<file path="src/rtl/median_image_reader.sv">
// Raster-scans the filtered-image memory and streams the pixels out packed 8 per byte, LSB first.
// Optional MEDIAN_READER_LAST_EN raises outLast on the byte that closes each image row.
module median_image_reader #(
    parameter int IMG_W  = 256,
    parameter int IMG_H  = 256,
    parameter int RD_LAT = 1
) (
    input  logic       clk,
    input  logic       reset,
    input  logic       start,
    output logic       busy,
    output logic       done,
    output logic       readMedianImage,
    output logic [7:0] xAddressOut,
    output logic [7:0] yAddressOut,
    input  logic       medianDataIn,
    output logic [7:0] outData,
    output logic       outValid,
    input  logic       outReady,
    output logic       outLast
);

    // state    | meaning
    // IDLE     | waiting for start, addresses held at 0
    // READ     | one memory read per cycle
    // WAIT_OUT | output register still full after a byte's 8th read; reads paused
    // FLUSH    | all reads issued; drain pipeline and wait for the final byte's accept
    typedef enum logic [1:0] {
        S_IDLE,
        S_READ,
        S_WAIT_OUT,
        S_FLUSH
    } state_t;

    localparam logic [7:0] X_LAST = 8'(IMG_W - 1);
    localparam logic [7:0] Y_LAST = 8'(IMG_H - 1);

    state_t     r_state, w_next;
    logic [7:0] r_x, r_y;
    logic [2:0] r_bit_idx;
    logic       r_done;

    logic       r_pv     [RD_LAT];
    logic [2:0] r_pbit   [RD_LAT];
    logic       r_pframe [RD_LAT];

    logic [7:0] r_cap;
    logic       r_cap_full;
    logic       r_cap_frame;
    logic [7:0] r_out_data;
    logic       r_out_valid;
    logic       r_out_frame;

    logic       w_issue;
    logic       w_frame_end;
    logic       w_ret_v;
    logic [2:0] w_ret_bit;
    logic       w_ret_byte;
    logic       w_out_free;
    logic       w_load_out;
    logic       w_byte_frame;
    logic [7:0] w_cap_next;

    assign w_issue      = (r_state == S_READ);
    assign w_frame_end  = (r_x == X_LAST) && (r_y == Y_LAST);
    assign w_ret_v      = r_pv[RD_LAT-1];
    assign w_ret_bit    = r_pbit[RD_LAT-1];
    assign w_ret_byte   = w_ret_v && (w_ret_bit == 3'd7);
    assign w_out_free   = !r_out_valid || outReady;
    // A held capture only exists while reads are paused, so it never collides with a returning byte.
    assign w_load_out   = (w_ret_byte || r_cap_full) && w_out_free;
    assign w_byte_frame = r_cap_full ? r_cap_frame : r_pframe[RD_LAT-1];

    always_comb begin
        w_cap_next = r_cap;
        if (w_ret_v) begin
            w_cap_next[w_ret_bit] = medianDataIn;
        end
    end

    always_comb begin
        w_next = r_state;
        case (r_state)
            S_IDLE: begin
                if (start) w_next = S_READ;
            end
            S_READ: begin
                if (w_frame_end) begin
                    w_next = S_FLUSH;
                end else if ((r_bit_idx == 3'd7) && !w_out_free) begin
                    w_next = S_WAIT_OUT;
                end
            end
            S_WAIT_OUT: begin
                if (w_out_free) w_next = S_READ;
            end
            S_FLUSH: begin
                if (r_out_valid && r_out_frame && outReady) w_next = S_IDLE;
            end
            default: w_next = S_IDLE;
        endcase
    end

    always_ff @(posedge clk) begin
        if (reset) begin
            r_state   <= S_IDLE;
            r_done    <= 1'b0;
            r_x       <= '0;
            r_y       <= '0;
            r_bit_idx <= '0;
        end else begin
            r_state <= w_next;
            r_done  <= (r_state == S_FLUSH) && (w_next == S_IDLE);
            if ((r_state == S_IDLE) && start) begin
                r_x       <= '0;
                r_y       <= '0;
                r_bit_idx <= '0;
            end else if (w_issue) begin
                r_bit_idx <= r_bit_idx + 3'd1;
                if (r_x == X_LAST) begin
                    r_x <= '0;
                    r_y <= r_y + 8'd1;
                end else begin
                    r_x <= r_x + 8'd1;
                end
            end
        end
    end

    always_ff @(posedge clk) begin
        if (reset) begin
            for (int i = 0; i < RD_LAT; i++) begin
                r_pv[i]     <= 1'b0;
                r_pbit[i]   <= '0;
                r_pframe[i] <= 1'b0;
            end
        end else begin
            r_pv[0]     <= w_issue;
            r_pbit[0]   <= r_bit_idx;
            r_pframe[0] <= w_frame_end;
            for (int i = 1; i < RD_LAT; i++) begin
                r_pv[i]     <= r_pv[i-1];
                r_pbit[i]   <= r_pbit[i-1];
                r_pframe[i] <= r_pframe[i-1];
            end
        end
    end

    always_ff @(posedge clk) begin
        if (reset) begin
            r_cap       <= '0;
            r_cap_full  <= 1'b0;
            r_cap_frame <= 1'b0;
            r_out_data  <= '0;
            r_out_valid <= 1'b0;
            r_out_frame <= 1'b0;
        end else begin
            r_cap <= w_cap_next;
            if (w_ret_byte && !w_out_free) begin
                r_cap_full  <= 1'b1;
                r_cap_frame <= r_pframe[RD_LAT-1];
            end else if (w_load_out) begin
                r_cap_full <= 1'b0;
            end
            if (w_load_out) begin
                r_out_data  <= w_cap_next;
                r_out_valid <= 1'b1;
                r_out_frame <= w_byte_frame;
            end else if (outReady) begin
                r_out_valid <= 1'b0;
            end
        end
    end

`ifdef MEDIAN_READER_LAST_EN
    logic r_prow [RD_LAT];
    logic r_cap_row;
    logic r_out_last;

    always_ff @(posedge clk) begin
        if (reset) begin
            for (int i = 0; i < RD_LAT; i++) begin
                r_prow[i] <= 1'b0;
            end
            r_cap_row  <= 1'b0;
            r_out_last <= 1'b0;
        end else begin
            r_prow[0] <= (r_x == X_LAST);
            for (int i = 1; i < RD_LAT; i++) begin
                r_prow[i] <= r_prow[i-1];
            end
            if (w_ret_byte && !w_out_free) begin
                r_cap_row <= r_prow[RD_LAT-1];
            end
            if (w_load_out) begin
                r_out_last <= r_cap_full ? r_cap_row : r_prow[RD_LAT-1];
            end
        end
    end

    assign outLast = r_out_valid && r_out_last;
`else
    assign outLast = 1'b0;
`endif

    assign busy            = (r_state != S_IDLE);
    assign readMedianImage = busy;
    assign xAddressOut     = busy ? r_x : 8'd0;
    assign yAddressOut     = busy ? r_y : 8'd0;
    assign done            = r_done;
    assign outData         = r_out_data;
    assign outValid        = r_out_valid;

endmodule

</file>
<file path="config.mk">
export PLATFORM = sky130hd
export DESIGN_NAME = median_image_reader
export DESIGN_NICKNAME = d
export VERILOG_FILES = /design/src/rtl/median_image_reader.sv
export SDC_FILE = /design/constraint.sdc
export NUM_CORES = 1
export LEC_CHECK = 0
export CELL_PAD_IN_SITES_DETAIL_PLACEMENT = 1
export CELL_PAD_IN_SITES_GLOBAL_PLACEMENT = 2
export CORE_MARGIN = 2
export CORE_UTILIZATION = 30
export CTS_CLUSTER_DIAMETER = 40
export DETAILED_ROUTE_END_ITERATION = 8
export GPL_TIMING_DRIVEN = 0
export PLACE_DENSITY_LB_ADDON = 0.1
export SYNTH_ARGS = -nofsm -noshare
export SYNTH_HDL_FRONTEND = slang
export SYNTH_SLANG_ARGS = --single-unit
</file>
<file path="constraint.sdc">
create_clock -name clk -period 3.5 [get_ports clk]
set_input_delay 0.35 -clock clk [delete_from_list [all_inputs] [get_ports clk]]
set_output_delay 0.35 -clock clk [all_outputs]
set_load 0.02 [all_outputs]
</file>
; Yosys cells after proc, flatten, opt, wreduce, memory -nomap -nowiden
; Memories as Yosys holds them, arrays and structs flattened.
; Index checks and enable logic that the tools add are counted.
[totals]
register_bits = 42
mem_bits_rw = 5
input_bits = 5
output_inout_bits = 29
mem_count = 3
[memory_table]
columns = memory, depth, width, rd, rd_ports_with_merged_regs, write_ports, line
row1 = r_pbit, 1, 3, 1, 0, 1, 44  ; logic [2:0] r_pbit [RD_LAT];
row2 = r_pframe, 1, 1, 1, 0, 1, 45  ; logic r_pframe [RD_LAT];
row3 = r_pv, 1, 1, 1, 0, 1, 43  ; logic r_pv [RD_LAT];
[classes]
n_addsub = 3
n_lt_le_gt_ge = 2
n_eq_ne = 7
n_mux = 27
n_reduce_logical = 24
[ops]
columns = operator, count
row1 = $mux 8, 4
row2 = $add 8x1->8 const B, 2
row3 = $eq 8x8->1 const B, 2
row4 = $mux 1, 14
row5 = $logic_and 1x1->1, 10
row6 = $mux 2, 5
row7 = $bwmux 8, 1
row8 = $pmux 2 s4, 1
row9 = $eq 3x3->1 const B, 2
row10 = $reduce_bool 2->1, 3
row11 = $eq 2x2->1 const B, 2
row12 = $logic_not 2->1, 2
row13 = $lt 3x4->1 const B, 1
row14 = $add 3x1->3 const B, 1
row15 = $demux 1 s3, 1
row16 = $ge 3x1->1 const B, 1
row17 = $mux 3, 1
row18 = $reduce_or 3->1, 1
row19 = $eq 2x1->1 const B, 1
row20 = $logic_not 1->1, 2
row21 = $logic_or 1x1->1, 2
row22 = $reduce_and 2->1, 1
row23 = $reduce_or 1->1, 2
row24 = $reduce_or 2->1, 1

; Longest topological paths before layout
; Gate-level depths: netlist (run 1).
[logic_depth]
ltp_word = 9
ltp_mapped = 6
depth_no_buf = 6

; Least setup slack after synthesis (run 1)
; No wires, ideal clock.
[synth_timing]
path_kind = reg2out
startpoint = register r_state[1]
endpoint = output port readMedianImage
t_arrival_ns = 1.419
required_ns = 3.150
path_slack_ns = 1.731
stages_incl_launch_ff = 6
path_cell_list = dfxtp_1 -> buf_6 -> nor2_1 -> clkbuf_1 -> inv_1 -> buf_4
[synth_via]
elab_chain_cells = 1
[synth_lines]
columns = item, line
row1 = from (decl), 38  ; state_t r_state, w_next;
row2 = from (signal assigned), 112  ; r_state <= w_next;
row3 = $reduce_bool 2->1, 206  ; assign busy = (r_state != S_IDLE);
row4 = to (decl), 13  ; output logic readMedianImage,
; Every way passes these cells.

; Worst setup path in the final report (run 1)
[layout_timing]
startpoint = register r_state[0]
endpoint = output port readMedianImage
; Same word-level chain as after synthesis.

==> impl_metrics.toml, run 1 <==
[routing]
drt_iter0_drc = 20
drt-wirelength-per-cell_um = 14.4
routed_wl_um = 5080
vias_per_cell = 4.88
drc = 0
dr.pass1.iters = 4
vias = 1724
postRouteAntennaNets = 0

[sta]
hold_viol = 0
slew_viol_final = 0
tightest_slew_ns = 0.624
fin_crit_ns = 2.77
setup_tns_ns = 0
setup_viol = 0
fin_crit_sh = 0.792
rsz0062_at_grt = "false"
fmax_mhz = 361
skew_ns = 0.0130
maxSlewHeadroom = 0.580

[cts]
hold_buffers = 0
cts_buffer_depth = 2
cts_setup_buffers = 0
ctsHtreeMaxLevel = 2
clock_sinks = 47
cts-root-buf = "clkbuf_8"
cts_resized = 0
cts_made_buffers = 5
cts_tree = "done"
clock_latency_ns = 0.31
cts.clk_slew.worst_paths_ns = 0.10

[logic_synthesis]
synth-main-ff-cell = "dfxtp_1"
yosysWarningCount = 0
synth_nets = 243
syn_area_mm2 = 0.00209
synth-edff-count = 0
synth_cell_type_count = 41
syn-mean-instance-area_um2 = 8.92
async_flop_share = 0
yosysSeqAreaShare = 0.451
synth_cells = 234
ys_ff_latch = 47

[grt]
grt_max_degree = 17
grt_use_total = 0.149
grt-ovfl-total = 0
grt_pass1_wl_um = 8780
grt_pass1_vias = 1795
antenna_found_initial = 0

[floorplan]
core_area_mm2 = 0.00676
die_x_um = 87.4
row_count = 30
die_h_um = 87.4
start_util = 0.309
die-area_mm2 = 0.00764
ios = 34

[power]
power_density_mw_per_mm2 = 398
ir_drop_mv = 0.252
p_leak_nw = 0.938

[layout]
final_common_cell = "dfxtp_1"
drive_gt1_frac = 0.0989
stdcell_count = 353
syn2layout_area_growth_pct = 25.2
n_antenna_cell = 0
final_cell_mix = "dfxtp_1 (47), nor2_1 (37), clkdlybuf4s50_1 (31)"
nNetsFinal = 281

[place]
port_buffers = 31
place.detailed.hpwl_um = 3690
gp_congestion = 0.689
placedCellCount = 345

[setup_path]
cp.required_ns = 3.15
critical_path.startpoint_type = "flip-flop"
crit_fanout = 10
crit_arrival_ns = 2.42
end_kind = "output pin"
path_class = "flip-flop to output pin"

[job]
maxCapViolations = 0

[min_path]
hold_class = "flip-flop to flip-flop"

[status]
status = "complete, no violations"
## power breakdown
part | internal (mW) | leakage, nW | switching, mW | total, mW
clock | 0.217 | 0.0587 | 0.203 | 0.420
combinational | 0.0258 | 0.500 | 0.0464 | 0.0722
sequential | 0.541 | 0.379 | 0.00711 | 0.548
total | 0.784 | 0.938 | 0.257 | 1.04
## worst paths after layout
path,to,slack [ns],startpoint,cells past startpoint
hold reg to reg,r_cap_frame$_SDFFE_PP0P_,0.45,r_pframe[0]$_SDFF_PP0_,2
hold / removal,r_cap_frame$_SDFFE_PP0P_,0.45,r_pframe[0]$_SDFF_PP0_,2
setup reg to reg,r_y[2]$_SDFFE_PP0P_,1.58,r_state[0]$_SDFF_PP0_,4
setup / recovery,readMedianImage,0.73,r_state[0]$_SDFF_PP0_,5
## flip-flops by register name (all words and copies together), names as in the netlist, 2 cells and up
signal,flops
r_bit_idx,3
r_state,2
r_x,8
r_pbit,3
outData,8
r_y,8
r_cap,8
## kinds of logic (layout without fill, tap and decap cells)
family | count (synthesis) | after routing | synth area share
adders and majority gates | 4 | 4 | 0.0240
buffers and inverters | 21 | 60 | 0.0479
and+or+nand+nor | 106 | 106 | 0.281
AOI/OAI and AO/OA | 35 | 35 | 0.105
other | 1 | 1 | 0.00180
DFF | 47 | 47 | 0.451
xor gates and xnor gates | 10 | 10 | 0.0419
muxes | 10 | 10 | 0.0479
## synth_stat cells (3+ instances only)
cell | count | area share
nand3_1 | 5 | 0.012
xor2_1 | 4 | 0.017
nor3_1 | 5 | 0.012
o21ai_0 | 6 | 0.014
buf_2 | 4 | 0.0096
nand4_1 | 3 | 0.0090
nand4b_1 | 4 | 0.017
clkbuf_1 | 6 | 0.011
dfxtp_1 | 47 | 0.45
a21oi_1 | 13 | 0.031
a211oi_1 | 11 | 0.040
nor2b_1 | 18 | 0.054
ha_1 | 4 | 0.024
xnor2_1 | 6 | 0.025
mux2i_1 | 10 | 0.048
inv_1 | 6 | 0.011
or3_1 | 5 | 0.015
nand2_1 | 12 | 0.022
nor2_1 | 37 | 0.067
## layout make-up
type | instances | area [µm²]
fillers | 810 | 4140
multi-input cells | 166 | 1050
flip-flops and latches | 47 | 941
repair buffers | 31 | 310
well taps | 80 | 100
plain buffers | 15 | 77.6
clock buffers | 5 | 68.8
clock inverters | 3 | 47.5
inverters | 6 | 22.5
## metal layers
layer / global-route usage / up-vias / share of wire
li1: - / 876 / -
met1: 0.182 / 813 / 0.47
met2: 0.256 / 29 / 0.48
met3: 0.0351 / 6 / 0.032
met4: 0.0503 / 0 / 0.015
met5: 0 / - / 0
## through the flow
stage	total power, mW	util	worst slack (ns)	instance area, µm²	hold WS, ns
after detailed placement	0.635	0.370	0.993	2500	0.453
after global routing	1.09	0.387	0.479	2620	0.492
after floorplan	0.606	-	1.73	2090	0.431
after global placement	0.634	0.370	1.02	2500	0.455
final	1.04	0.387	0.727	2620	0.455
after CTS	1.06	0.387	0.645	2620	0.455
## critical path, cell delays in order (launching register included)
cell,delay (ns)
dfxtp_1,0.42
nor2_1,0.50
clkbuf_1,0.43
inv_1,0.11
buf_4,0.14
clkdlybuf4s50_1,0.52
No activity file was read; power rests on OpenSTA's default activity.
==> run 2, diff against run 1 <==
--- a/config.mk
+++ b/config.mk
@@ -8,7 +8,7 @@
 export CELL_PAD_IN_SITES_DETAIL_PLACEMENT = 1
 export CELL_PAD_IN_SITES_GLOBAL_PLACEMENT = 2
 export CORE_MARGIN = 2
-export CORE_UTILIZATION = 30
+export CORE_UTILIZATION = 29
 export CTS_CLUSTER_DIAMETER = 40
 export DETAILED_ROUTE_END_ITERATION = 8
 export GPL_TIMING_DRIVEN = 0
==> constraint.sdc (replaced) <==
create_clock -name clk -period 2.45 [get_ports clk]
set_input_delay 0.245 -clock clk [delete_from_list [all_inputs] [get_ports clk]]
set_output_delay 0.245 -clock clk [all_outputs]
set_load 0.02 [all_outputs]
==> impl_metrics.toml, run 2 (synthesized netlist as in run 1, its figures left out) <==
[status]
status = "complete, no violations"

[layout]
final_cell_mix = "dfxtp_1 (47), nor2_1 (36), clkdlybuf4s50_1 (31)"
n_antenna_cell = 0
drive_gt1_frac = 0.106
fin_area_mm2 = 0.00267
fin_util = 0.388
syn2layout_area_growth_pct = 27.7
final_common_cell = "dfxtp_1"
fillerInstances = 795
nNetsFinal = 281

[place]
port_buffers = 31
gp_congestion = 0.659
place_area_mm2 = 0.00252
place.detailed.hpwl_um = 3680
pre_cts_slack_ns = 0.00629

[power]
p_total_mw = 1.60
ir_drop_mv = 0.289
p_leak_nw = 0.955
power_density_mw_per_mm2 = 600

[job]
maxCapViolations = 0

[grt]
grt-ovfl-total = 0
grt_use_total = 0.140
antenna_found_initial = 0
grt_pass1_wl_um = 8440
grt_max_degree = 17
grt_pass1_vias = 1704

[sta]
skew_ns = 0.0111
setup_slack_ns = 0.189
hold_viol = 0
fin_crit_sh = 0.923
rsz0062_at_grt = "false"
setup_viol = 0
slew_viol_final = 0
setup_tns_ns = 0
tightest_slew_ns = 0.616
fin_crit_ns = 2.26
fmax_mhz = 442
maxSlewHeadroom = 0.585

[routing]
drt-wirelength-per-cell_um = 13.7
dr.pass1.iters = 4
drt_iter0_drc = 45
drc = 0
vias_per_cell = 4.66
routed_wl_um = 5060
vias = 1719
postRouteAntennaNets = 0

[setup_path]
crit_slowest_cell = "clkdlybuf4s50_1"
cp.required_ns = 2.20
reg2reg_to = "r_y[5]$_SDFFE_PP0P_"
cp_cell_sequence = "nor2_4 > clkbuf_2 > inv_1 > buf_4 > clkdlybuf4s50_1"
path_class = "flip-flop to output pin"
max_stage_delay_ns = 0.52
critical_path.startpoint_type = "flip-flop"
r2r_start = "r_x[0]$_SDFFE_PP0P_"
crit_arrival_ns = 2.02
r2r_setup_slack_ns = 0.52
crit_fanout = 10
reg2reg_depth = 5
end_kind = "output pin"

[floorplan]
row_count = 30
core_area_mm2 = 0.00687
die_x_um = 88.9
ios = 34
die_h_um = 88.9
die-area_mm2 = 0.00790
start_util = 0.304

[cts]
cts.clk_slew.worst_paths_ns = 0.10
clock_latency_ns = 0.31
clock_sinks = 47
cts_buffer_depth = 2
cts_setup_buffers = 0
cts_resized = 2
ctsHtreeMaxLevel = 2
cts_tree = "done"
cts_made_buffers = 5
hold_buffers = 0
cts-root-buf = "clkbuf_8"

[min_path]
hold_path.startpoint = "medianDataIn"
hold_class = "input port to flip-flop"
holdPathEnd = "r_cap[6]$_SDFF_PP0_"
min_path_cells = 3
run 2: cell types whose count changed in the layout (fill, tap and decap cells not counted), sizes merged:
cell / change
bufinv: +1
clkinv: -1
run 2: area by class of cell:
| type | instances | area [µm²] | area share |
|---|---|---|---|
| inverters | 6 | 22.5 | 0.00844 |
| plain buffers | 15 | 78.8 | 0.0295 |
| repair buffers | 31 | 310 | 0.116 |
| clock buffers | 5 | 68.8 | 0.0258 |
| well taps | 96 | 120 | 0.0450 |
| flip-flops and latches | 47 | 941 | 0.353 |
| multi-input cells | 166 | 1050 | 0.395 |
| clock inverters | 3 | 71.3 | 0.0267 |
run 2: how the worst max path moves through the flow:
stage	from	to	slack [ns]	cells past startpoint
after floorplan	r_x[0]$_SDFFE_PP0P_	r_y[7]$_SDFFE_PP0P_	0.73	5
after global placement	r_state[1]$_SDFF_PP0_	readMedianImage	0.07	6
after detailed placement	r_state[1]$_SDFF_PP0_	readMedianImage	0.006	6
after CTS	r_state[0]$_SDFF_PP0_	readMedianImage	0.009	5
after global routing	r_state[0]$_SDFF_PP0_	readMedianImage	0.03	5
final	r_state[0]$_SDFF_PP0_	readMedianImage	0.19	5
run 2: where the power goes:
group          total, mW  switching (mW)  internal, mW
Clock              0.713           0.299         0.415
Sequential         0.783          0.0105         0.773
Combinational      0.105          0.0671        0.0380
run 2: routing by layer:
metal | GRT usage | share of wire | vias up
li1 | - | - | 873
met1 | 0.181 | 0.49 | 817
met2 | 0.230 | 0.47 | 25
met3 | 0.0345 | 0.031 | 4
met4 | 0.0455 | 0.0091 | 0
met5 | 0 | 0 | -
run 2: critical path, delay by kind of cell (launching register included):
family	cells	cell delay, ns
buffers and inverters	4	1.01
DFF	1	0.43
and+or+nand+nor	1	0.25
run 2: stage by stage:
| stage | std cells | hold WS [ns] |
|---|---|---|
| after global placement | 361 | 0.452 |
| after floorplan | 234 | 0.389 |
| after CTS | 369 | 0.453 |
| after detailed placement | 361 | 0.456 |
| after global routing | 369 | 0.458 |
| final | 369 | 0.435 |
